### src/rtl/cr16_pkg.sv
// Shared CR16 definitions: PSR bit positions, arithmetic flag mask,
// condition-code encodings and the result-buffer state type.
package cr16_pkg;

  localparam int unsigned PSR_C = 0;
  localparam int unsigned PSR_T = 1;
  localparam int unsigned PSR_L = 2;
  localparam int unsigned PSR_F = 5;
  localparam int unsigned PSR_Z = 6;
  localparam int unsigned PSR_N = 7;

  // Bits that ALU flag updates may touch; bits 1,3,4 are LPR-only.
  localparam logic [7:0] FLAG_MASK_ARITH = 8'hE5;

  localparam logic [3:0] COND_EQ = 4'h0;
  localparam logic [3:0] COND_NE = 4'h1;
  localparam logic [3:0] COND_CS = 4'h2;
  localparam logic [3:0] COND_CC = 4'h3;
  localparam logic [3:0] COND_HI = 4'h4;
  localparam logic [3:0] COND_LS = 4'h5;
  localparam logic [3:0] COND_GT = 4'h6;
  localparam logic [3:0] COND_LE = 4'h7;
  localparam logic [3:0] COND_FS = 4'h8;
  localparam logic [3:0] COND_FC = 4'h9;
  localparam logic [3:0] COND_LO = 4'hA;
  localparam logic [3:0] COND_HS = 4'hB;
  localparam logic [3:0] COND_LT = 4'hC;
  localparam logic [3:0] COND_GE = 4'hD;
  localparam logic [3:0] COND_UC = 4'hE;
  localparam logic [3:0] COND_NV = 4'hF;

  typedef enum logic {
    BUF_EMPTY = 1'b0,
    BUF_FULL  = 1'b1
  } buf_state_e;

endpackage

### src/rtl/psr_cond_unit_if.sv
// Flag-update, SPR and condition request/result signals of the PSR/condition unit.
interface psr_cond_unit_if #(parameter int unsigned WIDTH = 16);

  logic [7:0]       alu_psr;
  logic             flag_we;
  logic [7:0]       flag_mask;
  logic             psr_wr_en;
  logic [WIDTH-1:0] psr_wr_data;
  logic [7:0]       psr;
  logic [WIDTH-1:0] psr_rd_data;
  logic             carry_out;
  logic             cond_valid;
  logic [3:0]       cond_code;
  logic             cond_ready;
  logic             res_valid;
  logic             res_ready;
  logic             res_taken;
  logic [WIDTH-1:0] scond_data;

  modport master (
    output alu_psr, flag_we, flag_mask, psr_wr_en, psr_wr_data,
    output cond_valid, cond_code, res_ready,
    input  psr, psr_rd_data, carry_out, cond_ready, res_valid, res_taken, scond_data
  );

  modport slave (
    input  alu_psr, flag_we, flag_mask, psr_wr_en, psr_wr_data,
    input  cond_valid, cond_code, res_ready,
    output psr, psr_rd_data, carry_out, cond_ready, res_valid, res_taken, scond_data
  );

endinterface

### src/rtl/psr_cond_eval.sv
// Combinational evaluation of a 4-bit condition code against a PSR value.
module psr_cond_eval
  import cr16_pkg::*;
(
  input  logic [3:0] cond_code,
  input  logic [7:0] psr,
  output logic       taken
);

  logic c, l, f, z, n;

  assign c = psr[PSR_C];
  assign l = psr[PSR_L];
  assign f = psr[PSR_F];
  assign z = psr[PSR_Z];
  assign n = psr[PSR_N];

  // Condition table lookup.
  always_comb begin
    taken = 1'b0;
    case (cond_code)
      COND_EQ: taken = z;
      COND_NE: taken = !z;
      COND_CS: taken = c;
      COND_CC: taken = !c;
      COND_HI: taken = l;
      COND_LS: taken = !l;
      COND_GT: taken = n;
      COND_LE: taken = !n;
      COND_FS: taken = f;
      COND_FC: taken = !f;
      COND_LO: taken = !l && !z;
      COND_HS: taken = l || z;
      COND_LT: taken = !n && !z;
      COND_GE: taken = n || z;
      COND_UC: taken = 1'b1;
      COND_NV: taken = 1'b0;
      default: taken = 1'b0;
    endcase
  end

endmodule

### src/rtl/psr_cond_unit.sv
// PSR register with LPR/flag update, condition evaluation on the
// post-update PSR, and a one-entry registered result buffer.
module psr_cond_unit
  import cr16_pkg::*;
#(
  parameter int unsigned WIDTH = 16
) (
  input  logic           clk,
  input  logic           reset,
  psr_cond_unit_if.slave bus
);

  logic [7:0] psr_q;
  logic [7:0] psr_next;
  logic [7:0] upd_mask;
  logic       eval_taken;
  logic       accept;
  logic       taken_q;
  logic       unused_wr_hi;

  buf_state_e state, state_next;

  assign upd_mask     = bus.flag_mask & FLAG_MASK_ARITH;
  assign unused_wr_hi = ^bus.psr_wr_data[WIDTH-1:8];

  // PSR next value: LPR wins over masked ALU flag update.
  always_comb begin
    psr_next = psr_q;
    if (bus.psr_wr_en) begin
      psr_next = bus.psr_wr_data[7:0];
    end else if (bus.flag_we) begin
      psr_next = (psr_q & ~upd_mask) | (bus.alu_psr & upd_mask);
    end
  end

  // PSR register.
  always_ff @(posedge clk or posedge reset) begin
    if (reset) psr_q <= '0;
    else       psr_q <= psr_next;
  end

  // Requests are evaluated on psr_next so same-cycle updates are visible.
  psr_cond_eval u_eval (
    .cond_code (bus.cond_code),
    .psr       (psr_next),
    .taken     (eval_taken)
  );

  // Buffer state register.
  always_ff @(posedge clk or posedge reset) begin
    if (reset) state <= BUF_EMPTY;
    else       state <= state_next;
  end

  // Buffer next state: accept fills (or refills while draining), drain empties.
  always_comb begin
    state_next = state;
    case (state)
      BUF_EMPTY: if (accept) state_next = BUF_FULL;
      BUF_FULL:  if (!accept && bus.res_ready) state_next = BUF_EMPTY;
      default:   state_next = BUF_EMPTY;
    endcase
  end

  // Buffer outputs: ready whenever the slot is empty or being drained.
  always_comb begin
    bus.res_valid  = (state == BUF_FULL);
    bus.cond_ready = (state == BUF_EMPTY) || bus.res_ready;
    accept         = bus.cond_valid && bus.cond_ready;
  end

  // Decision register; only loaded on accept, so idle cond_code never reaches state.
  always_ff @(posedge clk or posedge reset) begin
    if (reset)       taken_q <= 1'b0;
    else if (accept) taken_q <= eval_taken;
  end

  assign bus.psr         = psr_q;
  assign bus.psr_rd_data = {{(WIDTH-8){1'b0}}, psr_q};
  assign bus.carry_out   = psr_q[PSR_C];
  assign bus.res_taken   = taken_q;
  assign bus.scond_data  = {{(WIDTH-1){1'b0}}, taken_q};

endmodule

### src/flat_wrapper.sv
// flat-port wrapper written by rule: the top's interface ports become plain ports
module psr_cond_unit_flat import cr16_pkg::*;
#(
  parameter int unsigned WIDTH = 16
)
  (clk, reset, bus_alu_psr, bus_flag_we, bus_flag_mask, bus_psr_wr_en, bus_psr_wr_data, bus_cond_valid, bus_cond_code, bus_res_ready, bus_psr, bus_psr_rd_data, bus_carry_out, bus_cond_ready, bus_res_valid, bus_res_taken, bus_scond_data);
  psr_cond_unit_if #(.WIDTH(WIDTH)) bus_i ();
  input  logic clk;
  input  logic reset;
  input wire logic [$bits(bus_i.alu_psr)-1:0] bus_alu_psr;
  input wire logic [$bits(bus_i.flag_we)-1:0] bus_flag_we;
  input wire logic [$bits(bus_i.flag_mask)-1:0] bus_flag_mask;
  input wire logic [$bits(bus_i.psr_wr_en)-1:0] bus_psr_wr_en;
  input wire logic [$bits(bus_i.psr_wr_data)-1:0] bus_psr_wr_data;
  input wire logic [$bits(bus_i.cond_valid)-1:0] bus_cond_valid;
  input wire logic [$bits(bus_i.cond_code)-1:0] bus_cond_code;
  input wire logic [$bits(bus_i.res_ready)-1:0] bus_res_ready;
  output wire logic [$bits(bus_i.psr)-1:0] bus_psr;
  output wire logic [$bits(bus_i.psr_rd_data)-1:0] bus_psr_rd_data;
  output wire logic [$bits(bus_i.carry_out)-1:0] bus_carry_out;
  output wire logic [$bits(bus_i.cond_ready)-1:0] bus_cond_ready;
  output wire logic [$bits(bus_i.res_valid)-1:0] bus_res_valid;
  output wire logic [$bits(bus_i.res_taken)-1:0] bus_res_taken;
  output wire logic [$bits(bus_i.scond_data)-1:0] bus_scond_data;
  assign bus_i.alu_psr = bus_alu_psr;
  assign bus_i.flag_we = bus_flag_we;
  assign bus_i.flag_mask = bus_flag_mask;
  assign bus_i.psr_wr_en = bus_psr_wr_en;
  assign bus_i.psr_wr_data = bus_psr_wr_data;
  assign bus_i.cond_valid = bus_cond_valid;
  assign bus_i.cond_code = bus_cond_code;
  assign bus_i.res_ready = bus_res_ready;
  assign bus_psr = bus_i.psr;
  assign bus_psr_rd_data = bus_i.psr_rd_data;
  assign bus_carry_out = bus_i.carry_out;
  assign bus_cond_ready = bus_i.cond_ready;
  assign bus_res_valid = bus_i.res_valid;
  assign bus_res_taken = bus_i.res_taken;
  assign bus_scond_data = bus_i.scond_data;
  psr_cond_unit #(.WIDTH(WIDTH)) u_core (.clk(clk), .reset(reset), .bus(bus_i));
endmodule
### config.mk
export PLATFORM = sky130hd
export DESIGN_NAME = psr_cond_unit_flat
export DESIGN_NICKNAME = d
export VERILOG_FILES = /design/src/rtl/cr16_pkg.sv /design/src/rtl/psr_cond_unit_if.sv /design/src/rtl/psr_cond_eval.sv /design/src/rtl/psr_cond_unit.sv /design/src/flat_wrapper.sv
export SDC_FILE = /design/constraint.sdc
export NUM_CORES = 1
export LEC_CHECK = 0
export ABC_AREA = 1
export CORE_MARGIN = 1.5
export CORE_UTILIZATION = 60
export DETAILED_ROUTE_END_ITERATION = 12
export DONT_BUFFER_PORTS = 1
export PLACE_DENSITY = 0.85
export SYNTH_ARGS = -nofsm -noshare
export SYNTH_HDL_FRONTEND = slang
export SYNTH_SLANG_ARGS = --single-unit
### constraint.sdc
create_clock -name clk -period 3 [get_ports clk]
set_clock_uncertainty 0.1 [all_clocks]
set_input_delay 0.45 -clock clk [delete_from_list [all_inputs] [get_ports clk]]
set_output_delay 0.45 -clock clk [all_outputs]
set_load 0.02 [all_outputs]
Word level (Yosys, flattened, before mapping)
Cells that the tools add are included.
{"block": "totals", "out_inout_bits": 44, "mem_bits_rw": 0, "latchBits": 0, "reg_bits": 10, "input_bits": 42, "elab_cells": 45, "rom_bits": 0, "mem_count": 0}
{"block": "op_classes", "n_div": 0, "bitwise_logic": 5, "n_eq_ne": 15, "mul": 0, "add_sub_neg": 0, "n_lt_le_gt_ge": 0, "reduce_logical": 15, "mux": 6, "shifts": 0}
{"cell": "equality test 4 bit, second input constant", "n": 8}
{"cell": "bitwise AND 8 bit", "n": 2}
{"cell": "equality test 4 x 3 -> 1 bit, second input constant", "n": 4}
{"cell": "2-to-1 mux 8 bit", "n": 2}
{"cell": "one-hot mux 1 bit (16 select lines)", "n": 1}
{"cell": "equality test 4 x 2 -> 1 bit, second input constant", "n": 2}
{"cell": "inverter 8 bit", "n": 1}
{"cell": "OR 8 bit", "n": 1}
{"cell": "zero test 1 bit", "n": 6}
{"cell": "equality test 4 x 1 -> 1 bit, second input constant", "n": 1}
{"cell": "logical AND 1 bit", "n": 4}
{"cell": "zero test 4 bit", "n": 1}
{"cell": "logical OR 1 bit", "n": 3}
{"cell": "2-to-1 mux 1 bit", "n": 2}
{"cell": "one-hot mux 1 bit (2 select lines)", "n": 1}
{"cell": "nonzero test 2 bit", "n": 1}
{"cell": "inverter 1 bit", "n": 1}

Depth between registers and ports, before layout
Gate-level depths: netlist (run 1).
{"block": "logic_depth", "depth_word": 8, "ltp_mapped": 13, "mapped_depth_nobuf": 12}

Modules after synthesis
Synthesis (run 1) repeated with hierarchy kept, for this count alone.
{"block": "hier_totals", "cells_unflattened": 157, "area_unflattened_um2": 979.7}
{"module": "psr_cond_unit", "area_each_um2": 759.5, "seq_area_each_um2": 250.2, "instances": 1, "cells_per_inst": 105}
{"module": "psr_cond_eval", "area_each_um2": 220.2, "seq_area_each_um2": 0.0, "instances": 1, "cells_per_inst": 52}

Least setup slack after synthesis (run 1)
OpenSTA, ideal clock, no wires.
{"block": "synth_timing", "kind": "input to register", "from": "input bus_flag_we", "to": "register u_core.taken_q (netlist: u_core.bus.res_taken)", "arrival_ns": 1.230, "cell_stages": 13, "n_path_buf": 1, "setup_slack_ns": 1.557, "setup_ns": 0.113, "t_required_ns": 2.787, "cell_sequence": "buf_6 > nand2_1 > nand2_1 > nand3_2 > nand2_2 > nand2_1 > nand2_1 > nor2_1 > nand2_1 > nor2_1 > nand3_1 > nand2_1 > inv_1"}
{"block": "synth_between", "elab_chain_cells": 5, "word_cells_on_any_way": 12, "classes_between": "mux: 3; reduce/logical: 9"}
{"element": "from (decl)", "line_no": "flat_wrapper.sv:11", "text": "input wire logic [$bits(bus_i.flag_we)-1:0] bus_flag_we;"}
{"element": "2-to-1 mux 8 bit (*)", "line_no": "psr_cond_unit.sv:31", "text": "end else if (bus.flag_we) begin"}
{"element": "2-to-1 mux 8 bit (*)", "line_no": "psr_cond_unit.sv:29", "text": "if (bus.psr_wr_en) begin"}
{"element": "via u_core.psr_next[7]", "line_no": "psr_cond_unit.sv:14", "text": "logic [7:0] psr_next;"}
{"element": "zero test 1 bit", "line_no": "psr_cond_eval.sv:29, psr_cond_eval.sv:34"}
{"element": "logical AND 1 bit", "line_no": "psr_cond_eval.sv:34", "text": "COND_LT: taken = !n && !z;"}
{"element": "one-hot mux 1 bit (16 select lines) (*)", "line_no": "psr_cond_eval.sv:21", "text": "case (cond_code)"}
{"element": "to (signal assigned)", "line_no": "psr_cond_unit.sv:75", "text": "else if (accept) taken_q <= eval_taken;"}
{"element": "to (decl)", "line_no": "psr_cond_unit.sv:18", "text": "logic taken_q;"}
Mark *: on every way through the listed nets, which the timed path passes. The rest lies on a longest branch. The select of a mux whose other input is x is not followed.
A chain may end at the register's enable or synchronous reset.

Final worst setup path (run 1)
{"block": "layout_timing", "from": "register u_core.psr_q[0] (netlist: u_core.bus.psr[0])", "to": "register u_core.taken_q (netlist: u_core.bus.res_taken)"}
{"block": "layout_between", "elab_chain_cells": 6}
{"element": "from (decl)", "line_no": "psr_cond_unit.sv:13", "text": "logic [7:0] psr_q;"}
{"element": "from (signal assigned)", "line_no": "psr_cond_unit.sv:39", "text": "else psr_q <= psr_next;"}
{"element": "bitwise AND 8 bit", "line_no": "psr_cond_unit.sv:32", "text": "psr_next = (psr_q & ~upd_mask) | (bus.alu_psr & upd_mask);"}
{"element": "OR 8 bit", "line_no": "psr_cond_unit.sv:32"}
{"element": "2-to-1 mux 8 bit (*)", "line_no": "psr_cond_unit.sv:31"}
{"element": "2-to-1 mux 8 bit (*)", "line_no": "psr_cond_unit.sv:29"}
{"element": "zero test 1 bit", "line_no": "psr_cond_eval.sv:25", "text": "COND_CC: taken = !c;"}
{"element": "one-hot mux 1 bit (16 select lines) (*)", "line_no": "psr_cond_eval.sv:21"}
Mark *: on every way between the ends. The rest lies on a longest branch, timed or not. The select of a mux whose other input is x is not followed.

==> results of run 1 <==
worst reg2reg max path, stage by stage (launching register included):
cell	delay (ns)
dfrtp_1	0.70
inv_1	0.09
nand2_1	0.10
nand3_2	0.09
nand3_1	0.07
nand2_1	0.05
nor2_1	0.08
nand2_1	0.07
nor2_1	0.08
nand3_1	0.06
nand2_1	0.06
inv_1	0.04
cell type report:
type | instances | area [um^2]
tap | 16 | 20.0
sequential | 10 | 250
inverter | 19 | 73.8
clock buffer | 3 | 22.5
multi-input combinational | 112 | 493
timing repair buffer | 1 | 10.0
fill | 160 | 672
how the worst max path moves through the flow:
stage | end | cells past startpoint
global route | u_core.bus.res_taken | 11
CTS | u_core.bus.res_taken | 11
detailed placement | u_core.bus.res_taken | 11
global placement | u_core.bus.res_taken | 11
floorplan | u_core.bus.res_taken | 13
finish | u_core.bus.res_taken | 11
power breakdown:
group / switching (mW) / internal (mW) / leakage (nW) / total (mW)
clock: 0.0422 / 0.0462 / 0.0138 / 0.0884
sequential: 0.0499 / 0.148 / 0.118 / 0.198
combinational: 0.0659 / 0.0237 / 0.380 / 0.0896
total: 0.158 / 0.218 / 0.512 / 0.376
layer usage:
layer	vias to the layer above	part of all wire, %	routed length, um
li1	402	-	-
met1	359	38	639
met2	42	50	858
met3	4	11	179
met4	0	1.6	27
met5	-	0	0
sequential cells by signal, indices dropped and copies added (netlist names):
signal,cells
u_core.bus.res_valid,1
u_core.bus.res_taken,1
u_core.bus.psr,8
logic make-up after synthesis:
| group | synth area share (%) |
|---|---|
| flops | 25.0 |
| other cells | 0.375 |
| compound gates | 4.50 |
| buf+inv | 34.0 |
| simple gates | 36.1 |
cell usage in the layout (no fill, tap or decap), drive strengths merged:
cell type / n
a21oi: 3
clkbuf: 3
conb: 23
dfrtp: 10
dlygate4sd3: 1
inv: 19
nand2: 48
nand3: 15
nand4: 1
nor2: 16
nor3: 1
o21ai: 2
o21bai: 1
o31ai: 1
or2: 1
through the flow:
step,hold WS (ns),area (um^2),instances,setup slack (ns)
after floorplan,0.190,1080,176,1.56
after global placement,0.236,837,157,1.34
after detailed placement,0.237,837,157,1.29
after CTS,0.197,870,161,1.28
after global routing,0.200,870,161,1.11
final,0.195,870,161,1.30
timing repair:
| item | CTS | global route |
|---|---|---|
| endpoints found under the hold margin | 10 | 0 |
| hold buffers | 1 | 0 |
| setup endpoints to repair | 0 | 0 |
==> results.sh, run 1 <==
export IMPL_worstPathMaxFanout=4
export IMPL_critPathSlowestCell="dfrtp_1"
export IMPL_worst_r2r_setup_slack_ns=1.30
export IMPL_r2r_end="u_core.bus.res_taken"
export IMPL_port_buffers=0
export IMPL_vdd_ir_drop_max_mv=0.160
export IMPL_met3_usage_pct=3.75
export IMPL_holdPathEnd="u_core.bus.res_valid"
export IMPL_ys_async_sr_fraction_pct=100
export IMPL_clk_latency_ns=0.26
export IMPL_grt_util_met2_pct=33.8
export IMPL_hold_path_startpoint="bus_cond_valid"
export IMPL_max_freq_mhz=588
export IMPL_die_h_um=43.8
export IMPL_syn_area_per_cell_um2=6.50
export IMPL_grt_max_degree=11
export IMPL_startpoint="u_core.bus.psr[0]"
export IMPL_slew_violations=0
export IMPL_worstSetupEndpointType="flop"
export IMPL_criticalPathCategory="flop to flop"
export IMPL_grtUsageTotal_pct=18.4
export IMPL_grt_most_used_layer="met2"
export IMPL_maxSlewHeadroom_pct=62.6
export IMPL_ff2ff_path_depth=11
export IMPL_overflow=0
export IMPL_power_density_nw_per_um2=432
export IMPL_cp_arrival_ns=1.75
export IMPL_netlist_area_um2=1000
export IMPL_maxCapViolCount=0
export IMPL_synth_top_flop_cell="dfrtp_1"
export IMPL_ys_top_cells_by_count="nand2_1, buf_4, nor2_1"
export IMPL_cellLeakagePower_nw=0.512
export IMPL_status="completed"
export IMPL_die_area_um2=1920
export IMPL_grt_pass1_wl_mm=2.70
export IMPL_grt_pass1_vias=721
export IMPL_setup_viol=0
export IMPL_cts_max_path_buffers=2
export IMPL_layout_nets=189
export IMPL_root_buffer="clkbuf_4"
export IMPL_synth_top_area_share_pct=25.5
export IMPL_initial_core_util_pct=64.9
export IMPL_slowest_delay_ns=0.70
export IMPL_synthToLayoutAreaGrowth_pct=-13.1
export IMPL_min_path_cells=2
export IMPL_path_buf_inv=2
export IMPL_numClockSinks=10
export IMPL_worstPathRequired_ns=3.05
export IMPL_ys_seq_elements=10
export IMPL_worst_pin_slew_ns=0.561
export IMPL_critPathTopFamily="flip-flops"
export IMPL_viasPerCell=5.01
export IMPL_cts_htree_levels=1
export IMPL_min_path_type="input pin to flop"
export IMPL_grt_setup_unrepaired="no"
export IMPL_dp_hpwl_mm=1.46
export IMPL_synth_cells=154
export IMPL_post_route_period_util_pct=56.7
export IMPL_cts_tree="done"
export IMPL_path_clk_slew_ns=0.06
export IMPL_synth_distinct_cells=19
export IMPL_critPathMostFrequentCell="nand2_1"
export IMPL_timing_rr_start="u_core.bus.psr[0]"
export IMPL_cts_buffers=3
export IMPL_antenna_found_initial=0
export IMPL_diodes=0
export IMPL_dr_first_iter_drc_count=12
export IMPL_grt_use_met1_pct=19.8
export IMPL_layout_drive_gt1_share_pct=11.0
export IMPL_final_hold_violation_count=0
export IMPL_ys_warn_count=0
export IMPL_netlist_top_cells_area="buf_4, dfrtp_1, nand2_1, nand3_1, nor2_1"
export IMPL_core_area_um2=1540
export IMPL_routed_wl_mm=1.70
export IMPL_drc=0
export IMPL_fp_row_count=14
export IMPL_cts_setup_buffers=0
export IMPL_yosysTopAreaCell="buf_4"
export IMPL_crit_chain="inv_1 -> nand2_1 -> nand3_2 -> nand3_1 -> nand2_1 -> nor2_1 -> nand2_1 -> nor2_1 -> nand3_1 -> nand2_1 -> inv_1"
export IMPL_ys_seq_area_share_pct=25.0
export IMPL_gp_congestion=0.790
export IMPL_ios=86
export IMPL_drt_pass1_iter_count=4
export IMPL_finish_utilization_pct=56.4
export IMPL_drtAntennaViolNets=0
export IMPL_via_count=807
export IMPL_synth_edf_count=0
export IMPL_synth_most_common_cell="nand2_1"
export IMPL_dieWidth_um=43.8
export IMPL_finalCriticalPeriod_ns=1.70
export IMPL_power_mw=0.376
export IMPL_ctsResizeCount=0
export IMPL_tns_ns=0
export IMPL_post_drt_wl_per_cell_um=10.6
export IMPL_cp_start_kind="flop"
No activity file was read; power rests on OpenSTA's default activity.
==> inputs of run 2 (changes only) <==
Settings changed: CORE_UTILIZATION 60 to 56, PLACE_DENSITY 0.85 to 0.83.
Clock period 3 ns to 1.48 ns, I/O delays scaled along.
==> run 2 against run 1 <==
Against the previous run: critical path depth fell by 7; total power rose by 130%; sequential cell count did not move; design area rose by 16%; final cell count rose by 14%; combinational power rose to 3.0 times the previous value; first-iteration DRC count fell by 17%; worst setup slack got worse by 1.3 ns; core utilization rose by 2.6 points; sequential share of layout area fell by 4.0 points; highest routed layer unchanged; hold slack got worse by 0.19 ns; global-route usage rose by 1.0 points.
==> results.sh, run 2 (synthesized netlist as in run 1, its figures left out) <==
export IMPL_drc=0
export IMPL_final_common_cell="nand2_1"
export IMPL_criticalPathCategory="input pin to flop"
export IMPL_synthToLayoutAreaGrowth_pct=0.750
export IMPL_worstSetupEndpointType="flop"
export IMPL_grt_pass1_wl_mm=2.79
export IMPL_post_route_period_util_pct=97.0
export IMPL_grt_setup_unrepaired="yes"
export IMPL_slowest_delay_ns=0.61
export IMPL_final_instance_count_excl_fill=183
export IMPL_numClockSinks=10
export IMPL_cts_htree_levels=1
export IMPL_final_hold_violation_count=0
export IMPL_port_buffers=0
export IMPL_routed_wl_mm=1.78
export IMPL_cts_buffers=3
export IMPL_worst_r2r_setup_slack_ns=0.12
export IMPL_worst_hold_slack_ns=0.00298
export IMPL_critPathTopFamily="buffers and inverters"
export IMPL_grtUsageTotal_pct=19.4
export IMPL_path_buf_inv=2
export IMPL_layout_drive_gt1_share_pct=14.6
export IMPL_clk_latency_ns=0.27
export IMPL_place_inst=172
export IMPL_viasPerCell=4.61
export IMPL_dr_first_iter_drc_count=10
export IMPL_drt_pass1_iter_count=4
export IMPL_pre_cts_slack_ns=0.110
export IMPL_grt_pass1_vias=720
export IMPL_cts_setup_buffers=0
export IMPL_dp_hpwl_mm=1.45
export IMPL_maxCapViolCount=0
export IMPL_cellLeakagePower_nw=0.572
export IMPL_overflow=0
export IMPL_worstPathMaxFanout=8
export IMPL_layout_nets=201
export IMPL_core_area_um2=1710
export IMPL_diodes=0
export IMPL_vdd_ir_drop_max_mv=0.353
export IMPL_initial_core_util_pct=58.6
export IMPL_tns_ns=0
export IMPL_fin_ws_ns=0.0449
export IMPL_cts_tree="done"
export IMPL_cp_arrival_ns=1.50
export IMPL_max_freq_mhz=697
export IMPL_cp_start_kind="input pin"
export IMPL_fp_row_count=15
export IMPL_setup_viol=0
export IMPL_grt_max_degree=11
export IMPL_slew_violations=0
export IMPL_die_area_um2=2050
export IMPL_critPathSlowestCell="dlygate4sd3_1"
export IMPL_dieWidth_um=45.3
export IMPL_mostFrequentLayoutCells="nand2_1, conb_1, nor2_1"
export IMPL_antenna_found_initial=0
export IMPL_power_mw=0.880
export IMPL_min_path_type="input pin to flop"
export IMPL_ios=86
export IMPL_power_density_nw_per_um2=872
export IMPL_root_buffer="clkbuf_4"
export IMPL_die_h_um=45.3
export IMPL_cts_max_path_buffers=2
export IMPL_post_drt_wl_per_cell_um=9.74
export IMPL_drtAntennaViolNets=0
export IMPL_path_clk_slew_ns=0.07
export IMPL_via_count=844
export IMPL_crit_chain="dlygate4sd3_1 -> nand2_1 -> dlygate4sd3_1 -> nand2_1"
export IMPL_gp_congestion=0.721
export IMPL_status="completed"
export IMPL_finalCriticalPeriod_ns=1.44
export IMPL_largest_reg_flops=8
export IMPL_worstPathRequired_ns=1.55
==> run 2: stage by stage <==
step / instance area [um^2] / util (%)
floorplan: 1080 / -
global placement: 893 / 52.3
detailed placement: 893 / 52.3
CTS: 1000 / 58.5
global route: 1010 / 59.0
finish: 1010 / 59.0
==> run 2: final timing paths <==
check                      cells after the start              endpoint               from
max                                            4     u_core.bus.psr[3]      bus_psr_wr_en
min                                            3     u_core.bus.psr[4]      bus_psr_wr_en
max reg2reg                                   12  u_core.bus.res_taken  u_core.bus.psr[7]
min reg2reg                                    4     u_core.bus.psr[0]  u_core.bus.psr[0]
max in group asynchronous                      2     u_core.bus.psr[0]              reset
min in group asynchronous                      2     u_core.bus.psr[1]              reset
==> run 2: layout make-up <==
class / count / area, um^2
timing repair buffer: 13 / 115
multi-input combinational: 112 / 502
tap: 25 / 31.3
clock buffer: 4 / 36.3
sequential: 10 / 250
fill: 158 / 699
inverter: 19 / 73.8
==> run 2: repair_timing <==
| item | in CTS | in global routing |
|---|---|---|
| hold buffers | 7 | 0 |
| endpoints found under the setup margin | 0 | 1 |
| hold endpoints to repair | 15 | 0 |
| gates resized for setup | 0 | 1 |
==> run 2: per-layer routing <==
metal	GRT usage [%]	vias up	share of wire (%)
met3	6.40	7	8.6
met5	0	-	0
met1	19.8	372	37
met4	15.9	0	4.7
met2	32.0	44	49
li1	-	421	-
==> run 2: power breakdown <==
part	internal [mW]	switching, mW	total, mW
Clock	0.150	0.106	0.255
Sequential	0.301	0.0557	0.356
Combinational	0.0795	0.189	0.268
==> run 2: tightest hold or removal path, cell delays in order <==
cell	delay, ns
inv_4	0.03
nand2_1	0.05
nand2_1	0.04
